===== src/rtl/keccak_round_ctrl.sv =====
// Round/step sequencer for an iterative Keccak-f core: loads the state, then walks
// theta..iota per round with a bounded acknowledge wait, and holds the result until consumed.
//   state | meaning
//   IDLE  | waiting for in_valid, err visible
//   LOAD  | one-cycle capture of the input state
//   THETA..IOTA | step unit started (go on first cycle), waiting for step_ack
//   DONE  | permuted state presented until out_ready
module keccak_round_ctrl #(
  parameter int ROUNDS      = 24,
  parameter int ACK_TIMEOUT = 255
) (
  input  logic       clk,
  input  logic       rst_n,
  input  logic       in_valid,
  output logic       in_ready,
  output logic [4:0] step_go,
  input  logic       step_ack,
  output logic       state_we,
  output logic [2:0] state_sel,
  output logic [4:0] round_idx,
  output logic       out_valid,
  input  logic       out_ready,
  output logic       busy,
  output logic       err
);

  typedef enum logic [2:0] {
    S_IDLE  = 3'd0,
    S_LOAD  = 3'd1,
    S_THETA = 3'd2,
    S_RHO   = 3'd3,
    S_PI    = 3'd4,
    S_CHI   = 3'd5,
    S_IOTA  = 3'd6,
    S_DONE  = 3'd7
  } state_t;

  localparam logic [4:0] LAST_ROUND = 5'(ROUNDS - 1);
  localparam logic [9:0] WAIT_LAST  = 10'(ACK_TIMEOUT - 1);

  state_t     state, state_nx;
  logic [9:0] wait_cnt;
  logic [2:0] step_code;
  logic       in_step;
  logic       accept;
  logic       timeout;
  logic       round_inc;
  logic       round_clr;

  always_ff @(posedge clk or negedge rst_n) begin
    if (!rst_n) state <= S_IDLE;
    else        state <= state_nx;
  end

  always_comb begin
    state_nx  = state;
    in_ready  = 1'b0;
    step_go   = 5'd0;
    state_we  = 1'b0;
    state_sel = 3'd0;
    out_valid = 1'b0;
    busy      = 1'b1;
    in_step   = 1'b0;
    step_code = 3'd0;
    accept    = 1'b0;
    timeout   = 1'b0;
    round_inc = 1'b0;
    round_clr = 1'b0;
    case (state)
      S_IDLE: begin
        in_ready = 1'b1;
        busy     = 1'b0;
        if (in_valid) begin
          accept   = 1'b1;
          state_nx = S_LOAD;
        end
      end
      S_LOAD: begin
        state_we  = 1'b1;
        state_sel = 3'd0;
        state_nx  = S_THETA;
      end
      S_THETA, S_RHO, S_PI, S_CHI, S_IOTA: begin
        in_step = 1'b1;
        // step states are encoded consecutively, so the source-select code is state-1
        step_code = state - 3'd1;
        if (wait_cnt == 10'd0) step_go = 5'd1 << (step_code - 3'd1);
        if (step_ack) begin
          state_we  = 1'b1;
          state_sel = step_code;
          if (state == S_IOTA) begin
            if (round_idx == LAST_ROUND) begin
              state_nx = S_DONE;
            end else begin
              round_inc = 1'b1;
              state_nx  = S_THETA;
            end
          end else begin
            state_nx = state_t'(state + 3'd1);
          end
        end else if (wait_cnt == WAIT_LAST) begin
          timeout  = 1'b1;
          state_nx = S_IDLE;
        end
      end
      S_DONE: begin
        out_valid = 1'b1;
        if (out_ready) begin
          round_clr = 1'b1;
          state_nx  = S_IDLE;
        end
      end
      default: state_nx = S_IDLE;
    endcase
  end

  // every transition out of a step state is a fresh step entry, so the wait restarts
  always_ff @(posedge clk or negedge rst_n) begin
    if (!rst_n) begin
      wait_cnt  <= 10'd0;
      round_idx <= 5'd0;
      err       <= 1'b0;
    end else begin
      if (in_step && (state_nx == state)) wait_cnt <= wait_cnt + 10'd1;
      else                                wait_cnt <= 10'd0;

      if (accept || timeout || round_clr) round_idx <= 5'd0;
      else if (round_inc)                 round_idx <= round_idx + 5'd1;

      if (timeout)     err <= 1'b1;
      else if (accept) err <= 1'b0;
    end
  end

endmodule

===== config.mk =====
export PLATFORM = sky130hd
export DESIGN_NAME = keccak_round_ctrl
export DESIGN_NICKNAME = d
export VERILOG_FILES = /design/src/rtl/keccak_round_ctrl.sv
export SDC_FILE = /design/constraint.sdc
export NUM_CORES = 1
export LEC_CHECK = 0
export CAP_MARGIN = 20
export CORE_MARGIN = 2
export CORE_UTILIZATION = 55
export CTS_CLUSTER_SIZE = 12
export DETAILED_ROUTE_END_ITERATION = 6
export PLACE_DENSITY_LB_ADDON = 0.2
export SLEW_MARGIN = 20
export SYNTH_ARGS = -nofsm -noshare
export SYNTH_HDL_FRONTEND = slang
export SYNTH_SLANG_ARGS = --single-unit

===== constraint.sdc =====
create_clock -name clk -period 2.9 [get_ports clk]
set_input_delay 0.58 -clock clk [delete_from_list [all_inputs] [get_ports clk]]
set_output_delay 0.58 -clock clk [all_outputs]
set_load 0.03 [all_outputs]

==> results of run 1 <==
## layout make-up
class / instances / share of cell area
Tap cell: 31 / 0.0201
Sequential cell: 19 / 0.247
Timing Repair Buffer: 32 / 0.146
Clock buffer: 4 / 0.0136
Inverter: 9 / 0.0175
Multi-Input combinational cell: 131 / 0.556
## per-layer routing
metal	GRT usage	wire, microns	part of all wire
met2	0.392	1810	0.50
met5	0	0	0
met3	0.0396	183	0.050
met1	0.310	1570	0.43
met4	0.0584	60	0.017
## per-stage QoR
step,cell area [sq um],cells,hold WS (ns),utilization,power (W)
CTS,1920,225,0.509,0.685,0.00189
floorplan,1650,166,0.284,-,0.00142
global route,1930,226,0.530,0.689,0.00206
detailed placement,1900,221,0.484,0.677,0.00176
global placement,1900,221,0.479,0.677,0.00173
finish,1930,226,0.507,0.689,0.00191
## synthesized netlist by cell type, types with 2 or more instances
cell type,number,area share
a21oi_1,3,0.0091
a221o_1,2,0.012
a31oi_1,2,0.0076
a32o_1,2,0.012
and2_1,6,0.023
and2b_2,2,0.011
and3_1,4,0.015
buf_4,2,0.0091
buf_6,4,0.027
dfrtp_1,19,0.29
ha_1,12,0.091
inv_1,9,0.021
nand2_1,13,0.030
nand3_1,7,0.021
nand4_1,4,0.015
nor2_1,9,0.021
nor2_4,2,0.014
nor2b_1,3,0.011
nor3_1,4,0.012
nor4_2,10,0.076
o21ai_0,4,0.012
xnor2_1,2,0.011
xor2_1,11,0.059
## critical path: cells and delay by family (launching register included)
| kind | cells | cell delay [ns] |
|---|---|---|
| adder cells (fa/ha/maj) | 1 | 0.14 |
| buffers and inverters | 3 | 0.41 |
| flip-flops | 1 | 0.42 |
| AND/OR/NAND/NOR | 4 | 0.90 |
## power breakdown
| group | switching, W | internal, W |
|---|---|---|
| Clock | 0.0000801 | 0.0000536 |
| Combinational | 0.000847 | 0.000572 |
| Sequential | 0.0000546 | 0.000303 |
| Total | 0.000982 | 0.000928 |
## cell families after synthesis
kind of cell	Yosys count	synth area share
adders and majority gates	12	0.0912
muxes	1	0.00836
and+or+nand+nor	77	0.328
DFF	19	0.289
AOI/OAI and AO/OA	28	0.155
xor gates and xnor gates	13	0.0691
buffers and inverters	16	0.0600
## final timing paths
path	start	slack, ns	end
max in group asynchronous	rst_n	1.51	state[2]
max	wait_cnt[1]	0.14	step_go[4]
max reg2reg	state[1]	0.29	wait_cnt[9]
min	err	0.51	err
min in group asynchronous	rst_n	0.78	state[0]
min reg2reg	err	0.51	err
## state kept, by name (all words and copies together), names as in the netlist
signal     cells
state          3
wait_cnt      10
err            1
round_idx      5
## cell usage in the layout, fill, tap and decap left out, types with 6 or more instances in the layout
cell type,instances
nor4_2,10
inv_1,9
nand2_1,13
ha_1,12
and2_1,6
nand3_1,7
nor2_1,9
buf_4,14
xor2_1,11
clkdlybuf4s50_1,13
dfrtp_1,18
## timing repair
action | 4_1_cts | 5_1_grt
resized for setup | 2 | 9
setup endpoints to repair | 2 | 8
hold buffers | 0 | 0
pin swaps | 0 | 1
buffers inserted | 0 | 1
hold endpoints to repair | 0 | 0
==> metrics.txt, run 1 <==
status finished, violations left; failing checks design-rule violations; # setup viols final 0; Max Clk Rate 0.363 GHz; max-cap viol count 0; Core Region roughly 2800 sq um; RSZ-0062 raised after global routing false; Setup crit start kind register; Final Wtd Congestion 0.947; WL final ~3600 microns; Iteration-0 DRC Markers 58; # DRC 1; Power per Cell Area roughly 1000 nW/um^2; CP Data Arrival Time about 2.2 ns; Vias/cell 6.05; Post-synth EDFFs 0; area of the multi-input gates roughly 1100 sq um; TritonCTS buffer count 3; number of synthesized register bits 19; pre-CTS setup slack between 0.09 and 0.1 ns; Worst VDD drop ~540 uV; hold crit path type reg -> reg; Crit-path slowest cell dfrtp_1; worst skew pair latency ~0.29 ns; via count about 1,400; register area ~480 sq um; Hold Path Depth 1; CTS sink cnt 19; Max-slew headroom 0.397; Antenna Cells 0; vias in the first global route 1,289; worst r2r path cells 8; CTS clock-pin slew for the worst setup and hold paths between 0.1 and 0.15 ns; Syn Nets approximately 180; Port Buf Inserts 22; min Tclk post-route between 2 and 3 ns; clk_skew roughly 0.0024 ns; initial core utilization 0.587; Syn Area/Cell about 9.9 sq um; ys flop type dfrtp_1; post-synthesis sequential area ratio 0.289; final net count roughly 210; global-route wire length before repair 6140 microns; Slew Viols, Final 0; DP HPWL roughly 2800 microns; P&R area growth vs syn 17.4%; final hold vios 0; Yosys warning total 0; critical-path cell list inv_1 > ha_1 > or4b_1 > nor3_1 > and3_1 > buf_4 > and3_1 > clkbuf_2; Worst EP required roughly 2.3 ns; share of layout cells above drive strength 1 0.256; initial antenna violation count 0; antenna-violating nets left 0; Fill cells 232; Tot GR Track Use 0.232; Slew @ Worst Pin about 0.9 ns; asr flop ratio synth 1.00; Leakage ~0.9 nW; TNS Setup 0 ns; die width about 60 microns; clk root buf clkbuf_4; # IOs 23; pin count of the biggest net entering global routing 20; Post-Syn Area roughly 1600 sq um; kind of capture point of the worst setup path output port; Chip Height 58.7 microns; CTS H-tree depth 1; most used cell, CP and3_1; TritonRoute pass-1 iters 6; final setup margin around 0.14 ns; critical path class reg -> out; Row Count 19; post-synthesis instance total 166; synth unique cells 53; final worst path period share 0.951; drt wl/cell roughly 16 microns; Die ar. about 3400 sq um; Max stage delay on crit path 0.42 ns; CTS Buffer Depth 2; Remaining Overflow, GRT 0; critical path fanouts, max 4; CTS tree yes
Note: power is estimated with default switching activity, not from simulation.
==> run 2: changes to the inputs <==
==> constraint.sdc (replaced) <==
create_clock -name clk -period 2.9 [get_ports clk]
set_input_delay 0.58 -clock clk [delete_from_list [all_inputs] [get_ports clk]]
set_output_delay 0.58 -clock clk [all_outputs]
set_load 0.005 [all_outputs]
==> metrics.txt, run 2 (synthesized netlist as in run 1, its figures left out) <==
share of layout cells above drive strength 1 0.260; failing checks design-rule violations; commonest non-fill, non-tap cells in the layout dfrtp_1 (18), clkdlybuf4s50_1 (17), nand2_1 (13); hold crit path type reg -> reg; max-cap viol count 0; Setup crit start kind register; Fill cells around 230; initial antenna violation count 0; Max stage delay on crit path ~0.45 ns; Port Buf Inserts 22; Worst VDD drop approximately 850 uV; antenna-violating nets left 0; P&R area growth vs syn 19.5%; non-filler cells, final about 230; vias in the first global route between 1,000 and 1,500; most common cell after layout, fill and taps aside dfrtp_1; CP Data Arrival Time around 2.2 ns; CTS tree yes; CTS H-tree depth 1; Die ar. around 3400 sq um; # setup viols final 0; worst skew pair latency between 0.3 and 0.4 ns; WL final about 3800 microns; CTS Buffer Depth 2; Hold Buf Count CTS 0; Largest delay share family, worst path simple AND/OR/NAND/NOR gates; Antenna Cells 0; Largest Register wait_cnt; initial core utilization 0.587; global-route wire length before repair about 6400 microns; DP HPWL 2810 microns; clk_skew 0.00536 ns; Slew @ Worst Pin a little under 0.9 ns; TritonCTS buffer count 3; via count between 1,000 and 1,500; buffers plus inverters on the worst setup path 2; utilization after layout 0.701; leading registers by flop count wait_cnt: 10 flops, round_idx: 5 flops, state: 3 flops; Vias/cell a little over 6; final worst path period share 0.958; Final Wtd Congestion 0.922; # IOs 23; Crit-path slowest cell or4b_4; RSZ-0062 raised after global routing false; Row Count 19; kind of capture point of the worst setup path output port; min Tclk post-route between 2 and 3 ns; Slew Viols, Final 0; Max Clk Rate roughly 0.36 GHz; critical path fanouts, max 3; final hold vios 0; CTS clock-pin slew for the worst setup and hold paths approximately 0.12 ns; Tot GR Track Use 0.244; Power per Cell Area approximately 900 nW/um^2; Remaining Overflow, GRT 0; TritonRoute pass-1 iters 7; clk root buf clkbuf_4; Core Region 2810 sq um; Worst EP required 2.32 ns; R2R setup slack roughly 0.25 ns; critical-path cell list inv_2 > ha_1 > or4b_4 > nor3_2 > and3_4 > nor2b_4 > and2_1 > dlygate4sd2_1; drt wl/cell 16.6 microns; CTS sink cnt 19; Iteration-0 DRC Markers between 50 and 60; dpl cells 220; TNS Setup 0 ns; status finished, violations left; pin count of the biggest net entering global routing 20; final net count 214; Largest register FFs 10; # DRC 1; Chip Height a little under 60 microns; critical path class reg -> out; Leakage ~0.87 nW; die width between 50 and 60 microns; Max-slew headroom 0.408
run 2: changes by cell type in the layout (fill, tap and decap cells not counted), sizes merged:
cell / change
dlymetal6s2s: -3
dlygate4sd2: +5
clkbuf: -3
clkdlybuf4s50: +4
clkinv: +1
buf: -3
run 2: path summary, 6_finish.rpt:
check	startpoint	endpoint	cells past startpoint
max	wait_cnt[1]	step_go[1]	8
min	err	err	1
max reg2reg	state[1]	wait_cnt[9]	8
min reg2reg	err	err	1
max in group asynchronous	rst_n	state[0]	1
min in group asynchronous	rst_n	state[2]	1
run 2: final cells by class:
cell class | count | area [sq um] | share of cell area
Multi-Input combinational cell | 131 | 1090 | 0.556
Clock buffer | 3 | 22.5 | 0.0115
Inverter | 9 | 33.8 | 0.0172
Timing Repair Buffer | 33 | 297 | 0.151
Tap cell | 31 | 38.8 | 0.0197
Sequential cell | 19 | 477 | 0.242
Clock inverter | 1 | 5.00 | 0.00254
run 2: routing by layer:
metal | vias up | GRT usage | part of all wire
li1 | 665 | - | -
met1 | 692 | 0.330 | 0.44
met2 | 37 | 0.404 | 0.51
met3 | 4 | 0.0308 | 0.033
met4 | 0 | 0.0877 | 0.013
met5 | - | 0 | 0
run 2: repair_timing:
action                     in CTS  in global routing
setup buffers                   2                  1
setup endpoints to repair       5                  4
resized for setup               9                  4
pin swaps                       1                  2
run 2: metrics by stage:
step / total power (W) / setup slack [ns] / area (sq um) / hold slack [ns]
after floorplan: 0.00127 / 0.646 / 1650 / 0.284
final: 0.00181 / 0.123 / 1970 / 0.506
after global routing: 0.00196 / 0.000443 / 1970 / 0.538
after detailed placement: 0.00162 / 0.0373 / 1900 / 0.486
after global placement: 0.00159 / 0.140 / 1900 / 0.482
after CTS: 0.00179 / 0.0796 / 1940 / 0.514
run 2: power by group:
part / switching, W / leakage, nW / internal, W
sequential: 0.0000609 / 0.258 / 0.000303
combinational: 0.000706 / 0.590 / 0.000598
clock: 0.0000909 / 0.0177 / 0.0000516
total: 0.000858 / 0.866 / 0.000953
